$ cat config.mk
export PLATFORM = sky130hd
export DESIGN_NAME = mem_stage
export DESIGN_NICKNAME = d
export VERILOG_FILES = /design/src/rtl/mem_stage.sv
export SDC_FILE = /design/constraint.sdc
export NUM_CORES = 1
export LEC_CHECK = 0
export CORE_MARGIN = 10
export CORE_UTILIZATION = 48
export CTS_CLUSTER_DIAMETER = 40
export DETAILED_ROUTE_END_ITERATION = 16
export GPL_TIMING_DRIVEN = 0
export HOLD_SLACK_MARGIN = 0.02
export PLACE_DENSITY = 0.81
export SYNTH_ARGS = -nofsm -noshare
export SYNTH_HDL_FRONTEND = slang
export SYNTH_SLANG_ARGS = --single-unit
$ cat constraint.sdc
create_clock -name clk -period 2.43 [get_ports clk]
set_input_delay 0.3645 -clock clk [delete_from_list [all_inputs] [get_ports clk]]
set_output_delay 0.3645 -clock clk [all_outputs]
set_load 0.005 [all_outputs]
$ cat src/rtl/mem_stage.sv
// Memory stage of the 16-bit pipelined core: EX/MEM register, req/ack data
// memory access with timeout, registered writeback bundle and branch redirect.
module mem_stage #(
    parameter int TIMEOUT = 64,
    parameter int CNT_W   = 7
) (
    input  logic        clk,
    input  logic        rst,
    input  logic        valid_in,
    input  logic [15:0] ALU_out,
    input  logic [15:0] data_2_out,
    input  logic        branch,
    input  logic [15:0] branch_PC,
    input  logic        mem_read,
    input  logic        mem_write,
    input  logic        reg_write,
    input  logic [2:0]  wr_reg,
    input  logic        halt_in,
    output logic [15:0] mem_addr,
    output logic [15:0] mem_wdata,
    output logic        mem_wr,
    output logic        mem_req,
    input  logic [15:0] mem_rdata,
    input  logic        mem_ack,
    output logic        stall,
    output logic        wb_valid,
    output logic [15:0] wb_data,
    output logic [2:0]  wb_reg,
    output logic        wb_we,
    output logic        redirect,
    output logic [15:0] redirect_PC,
    output logic        err,
    output logic        halted
);

    typedef enum logic {IDLE, BUSY} state_t;

    state_t           state_reg;
    logic [15:0]      exm_alu_reg;
    logic [15:0]      exm_bpc_reg;
    logic [2:0]       exm_reg_reg;
    logic             exm_branch_reg;
    logic             exm_rw_reg;
    logic             exm_read_reg;
    logic             exm_bad_reg;
    logic             act_reg;
    logic [CNT_W-1:0] cnt_reg;

    logic ack_ok;
    logic capture;
    logic is_mem;
    logic is_bad;
    logic is_legal;

    // An ack only counts once the request is actually on the bus; BUSY is
    // entered on the capture edge so the first BUSY cycle launches mem_req.
    assign ack_ok   = mem_ack & mem_req;
    assign stall    = halted | ((state_reg == BUSY) & ~ack_ok);
    assign capture  = valid_in & ~stall;
    assign is_mem   = mem_read | mem_write;
    assign is_bad   = is_mem & (ALU_out[0] | (mem_read & mem_write));
    assign is_legal = is_mem & ~is_bad;

    always_ff @(posedge clk) begin
        if (rst) begin
            state_reg      <= IDLE;
            exm_alu_reg    <= '0;
            exm_bpc_reg    <= '0;
            exm_reg_reg    <= '0;
            exm_branch_reg <= 1'b0;
            exm_rw_reg     <= 1'b0;
            exm_read_reg   <= 1'b0;
            exm_bad_reg    <= 1'b0;
            act_reg        <= 1'b0;
            cnt_reg        <= '0;
            mem_addr       <= '0;
            mem_wdata      <= '0;
            mem_wr         <= 1'b0;
            mem_req        <= 1'b0;
            wb_valid       <= 1'b0;
            wb_data        <= '0;
            wb_reg         <= '0;
            wb_we          <= 1'b0;
            redirect       <= 1'b0;
            redirect_PC    <= '0;
            err            <= 1'b0;
            halted         <= 1'b0;
        end else begin
            wb_valid <= 1'b0;
            redirect <= 1'b0;

            // Non-memory, branch, halt and faulting memory ops retire here.
            if (act_reg) begin
                act_reg  <= 1'b0;
                wb_valid <= 1'b1;
                wb_data  <= exm_alu_reg;
                wb_reg   <= exm_reg_reg;
                wb_we    <= exm_bad_reg ? 1'b0 : exm_rw_reg;
                if (exm_bad_reg) begin
                    err <= 1'b1;
                end
                if (exm_branch_reg) begin
                    redirect    <= 1'b1;
                    redirect_PC <= exm_bpc_reg;
                end
            end

            if (state_reg == BUSY) begin
                if (!mem_req) begin
                    mem_req <= 1'b1;
                    cnt_reg <= '0;
                end else if (mem_ack) begin
                    mem_req   <= 1'b0;
                    state_reg <= IDLE;
                    wb_valid  <= 1'b1;
                    wb_data   <= exm_read_reg ? mem_rdata : exm_alu_reg;
                    wb_reg    <= exm_reg_reg;
                    wb_we     <= exm_read_reg;
                end else if (cnt_reg == CNT_W'(TIMEOUT - 1)) begin
                    mem_req   <= 1'b0;
                    state_reg <= IDLE;
                    err       <= 1'b1;
                    wb_valid  <= 1'b1;
                    wb_data   <= exm_alu_reg;
                    wb_reg    <= exm_reg_reg;
                    wb_we     <= 1'b0;
                end else begin
                    cnt_reg <= cnt_reg + 1'b1;
                end
            end

            // A capture on the ack edge overrides the return to IDLE above.
            if (capture) begin
                exm_alu_reg    <= ALU_out;
                exm_bpc_reg    <= branch_PC;
                exm_reg_reg    <= wr_reg;
                exm_branch_reg <= branch;
                exm_rw_reg     <= reg_write;
                exm_read_reg   <= mem_read;
                exm_bad_reg    <= is_bad;
                act_reg        <= ~is_legal;
                if (halt_in) begin
                    halted <= 1'b1;
                end
                if (is_legal) begin
                    state_reg <= BUSY;
                    mem_addr  <= ALU_out;
                    mem_wdata <= data_2_out;
                    mem_wr    <= mem_write;
                end
            end
        end
    end

endmodule

==> results of run 1 <==
==> cell families after synthesis <==
kind of cell             synth area share
AO/OA/AOI/OAI                       0.184
buffers and inverters              0.0493
multiplexers                       0.0657
flip-flops                          0.469
XOR/XNOR                          0.00505
adder cells (fa/ha/maj)           0.00240
AND/OR/NAND/NOR                     0.224
==> power by group through the flow <==
stage / sequential, mW / clock [mW] / combinational [mW]
finish: 2.14 / 2.56 / 0.588
detailed placement: 2.18 / 0 / 0.583
global placement: 2.17 / 0 / 0.570
global route: 2.15 / 2.67 / 0.643
CTS: 2.14 / 2.58 / 0.589
floorplan: 2.17 / 0 / 0.290
==> worst max-delay path: cells and delay by family <==
family | cells | cell delay [ps]
buf+inv | 2 | 1100
compound gates | 1 | 320
simple gates | 1 | 80
==> cell usage in the layout, fill, tap and decap left out, drive strengths merged, types with 3 or more instances in the layout <==
cell / n
clkbuf: 49
nor2: 14
a221oi: 16
nand2b: 33
clkinv: 3
nand2: 118
nand4b: 35
inv: 4
a21oi: 62
o221a: 15
nor3: 3
buf: 23
and3: 3
o21ai: 35
dfxtp: 122
clkdlybuf4s50: 149
and2: 3
bufinv: 3
nand3: 5
clkinvlp: 3
mux2i: 33
==> through the flow <==
stage,power [mW],cells
after floorplan,2.46,577
after global placement,2.74,862
after detailed placement,2.76,862
after CTS,5.31,894
after global routing,5.45,894
final,5.28,894
==> worst max-delay path by stage <==
stage	startpoint	endpoint	cells past startpoint
floorplan	cnt_reg[0]	wb_data[10]	7
global placement	mem_ack	mem_wr	6
detailed placement	mem_ack	mem_wdata[9]	6
CTS	mem_req	stall	4
global route	mem_req	stall	4
finish	mem_ack	stall	4
==> per-layer routing <==
metal  track usage  wire length, microns  vias up
li1              -                     -     2393
met1         0.249                  6610     2388
met2         0.351                  7960      202
met3        0.0796                  1570       38
met4         0.106                   428        0
met5             0                     0        -
==> area by class of cell <==
class | instances | area [sq um] | share of cell area
flip-flops and latches | 122 | 2440 | 0.327
inverters | 3 | 11.3 | 0.00151
plain buffers | 50 | 245 | 0.0328
clock buffers | 22 | 463 | 0.0620
clock inverters | 10 | 140 | 0.0188
well taps | 136 | 170 | 0.0228
multi-input cells | 402 | 2500 | 0.335
repair buffers | 149 | 1490 | 0.200
==> key figures, run 1 <==
Routing
  – Vias per cell: 5.62
  – Wirelength per Cell: about 19 microns
  – Remaining DRCs: 0
  – Detailed-route via count: around 5.0k
  – ANT nets after route: 0
  – Total wire length: around 17000 microns
  – First-pass DRT Iterations: 5
  – Starting DRT DRC Count: roughly 440

Timing
  – Fin. Hold Viols: 0
  – Worst slew margin: 0.599
  – Final setup TNS: 0 ps
  – Finish-stage setup viols: 0
  – RSZ-0062 raised after global routing: no
  – Final worst path period share: 0.922
  – Final setup margin: 190 ps
  – Fmax: approximately 0.45 GHz
  – Worst slew pin tran: 601 ps
  – Final Critical Period: approximately 2200 ps
  – WHS: about 380 ps
  – Worst Skew: around 6.7 ps
  – Max-slew violations: 0

Power and ir drop
  – Pint: around 4.0 mW
  – P_leak: 2.61 nW
  – Pwr Density: between 700 and 800 mW/mm^2
  – Combinational share of power: 0.111
  – Clk pwr share: 0.484
  – Net Sw Power: about 1.3 mW
  – VDD IR-drop max: 0.000634 V
  – Switching portion of total power: 0.239
  – Part of the power in registers: 0.405

Synth
  – Top cells by instance count after synthesis: dfxtp_1, nand2_1, a21oi_1
  – Most numerous cell in the Yosys netlist: dfxtp_1
  – Register area share after synthesis: 0.469
  – Ranking of synthesized cells by area: dfxtp_1, nand2_1, mux2i_1, nand4b_1, a21oi_1
  – Post-Synthesis Mean Instance Area: around 9.0 sq um
  – Ys flop type: dfxtp_1
  – Async S/R FF share, synth: 0
  – Post-Synthesis Net Count: between 600 and 700
  – Post-synth EDFFs: 0
  – Synth cell types: 50
  – Yosys reg bits: 122
  – Synth top area share: 0.469
  – Cells after Synth: about 580
  – Area leader, netlist: dfxtp_1
  – Mapped cell area: ~0.0052 sq mm
  – Yosys warnings: 0

GRT
  – Grt ovf: 0
  – First-pass GRT wire length: 26100 microns
  – Vias in the first global route: ~5.2k
  – Largest net degree at the start of global routing: 17
  – Initial antenna violation count: 0
  – Total GRT Usage: 0.217

Clocking
  – Worst-Skew Late Latency: 530 ps
  – CTS Buf Count: 17
  – # clock sinks: 122
  – Postcts setup bufs: 0
  – Clock-pin transition on the worst setup and hold timing paths: around 60 ps
  – CTS H-tree lvls: 4
  – Cts hold-fix bufs: 0
  – Clock Tree Buf Depth: 2
  – Post-cts sizing count: 0
  – Clk root buf: clkbuf_8
  – CTS tree: built

Cells and area
  – Fin area: between 0.007 and 0.008 sq mm
  – Fillcell total: between 800 and 900
  – # diodes: 0
  – Area growth from synthesis to layout: 43.5%
  – # nets final: between 800 and 900
  – Final core utilization: 0.714
  – Layout cell share with drive strength beyond 1: 0.111

Placement
  – Hpwl dp: about 12000 microns
  – GPL Wtd Cong: 0.857
  – Port Buffers: 149
  – Cell Area, Placed: 0.00686 sq mm
  – Place WS: between 15 and 20 ps

Worst setup path
  – CP Max Fanout: 8
  – R2r endpoint: wb_data[10]
  – Worst R2R Start: cnt_reg[0]
  – Required time worst endpoint: about 2100 ps
  – WP data arrival: 1880 ps
  – Critical Path End Type: output pin
  – Worst path max stage delay: between 500 and 600 ps
  – Critical path type: in2out
  – R2r setup slk: around 480 ps
  – Crit-path slowest cell: clkdlybuf4s50_1
  – Crit path cell chain: clkdlybuf4s50_1 -> a21bo_2 -> nand2_1 -> clkdlybuf4s50_1
  – Most used cell, CP: clkdlybuf4s50_1
  – CP Launch Type: input pin
  – Reg2Reg Depth: 6

Floorplanning
  – Die X: about 120 microns
  – Core region area: about 0.010 sq mm
  – Row cnt: 37
  – Die Y: 124 microns
  – Initial cell density of the core: 0.497
  – Io pins: between 150 and 200
  – Full die area: ~0.015 sq mm

Hold path
  – HP Class: in2reg
  – Hold endpoint: exm_bpc_reg[9]
  – Hold depth: 3
  – Hold Startpoint: branch_PC[9]

Run status
  – Status: complete, no violations

Run
  – Max cap viols: 0
Power figures use the tool's default switching activity.
==> inputs of run 2 (changes only) <==
Settings changed: GPL_ROUTABILITY_DRIVEN set to 0.
==> results of run 2 <==
Final layout, timing and power as in run 1 (identical DEF).
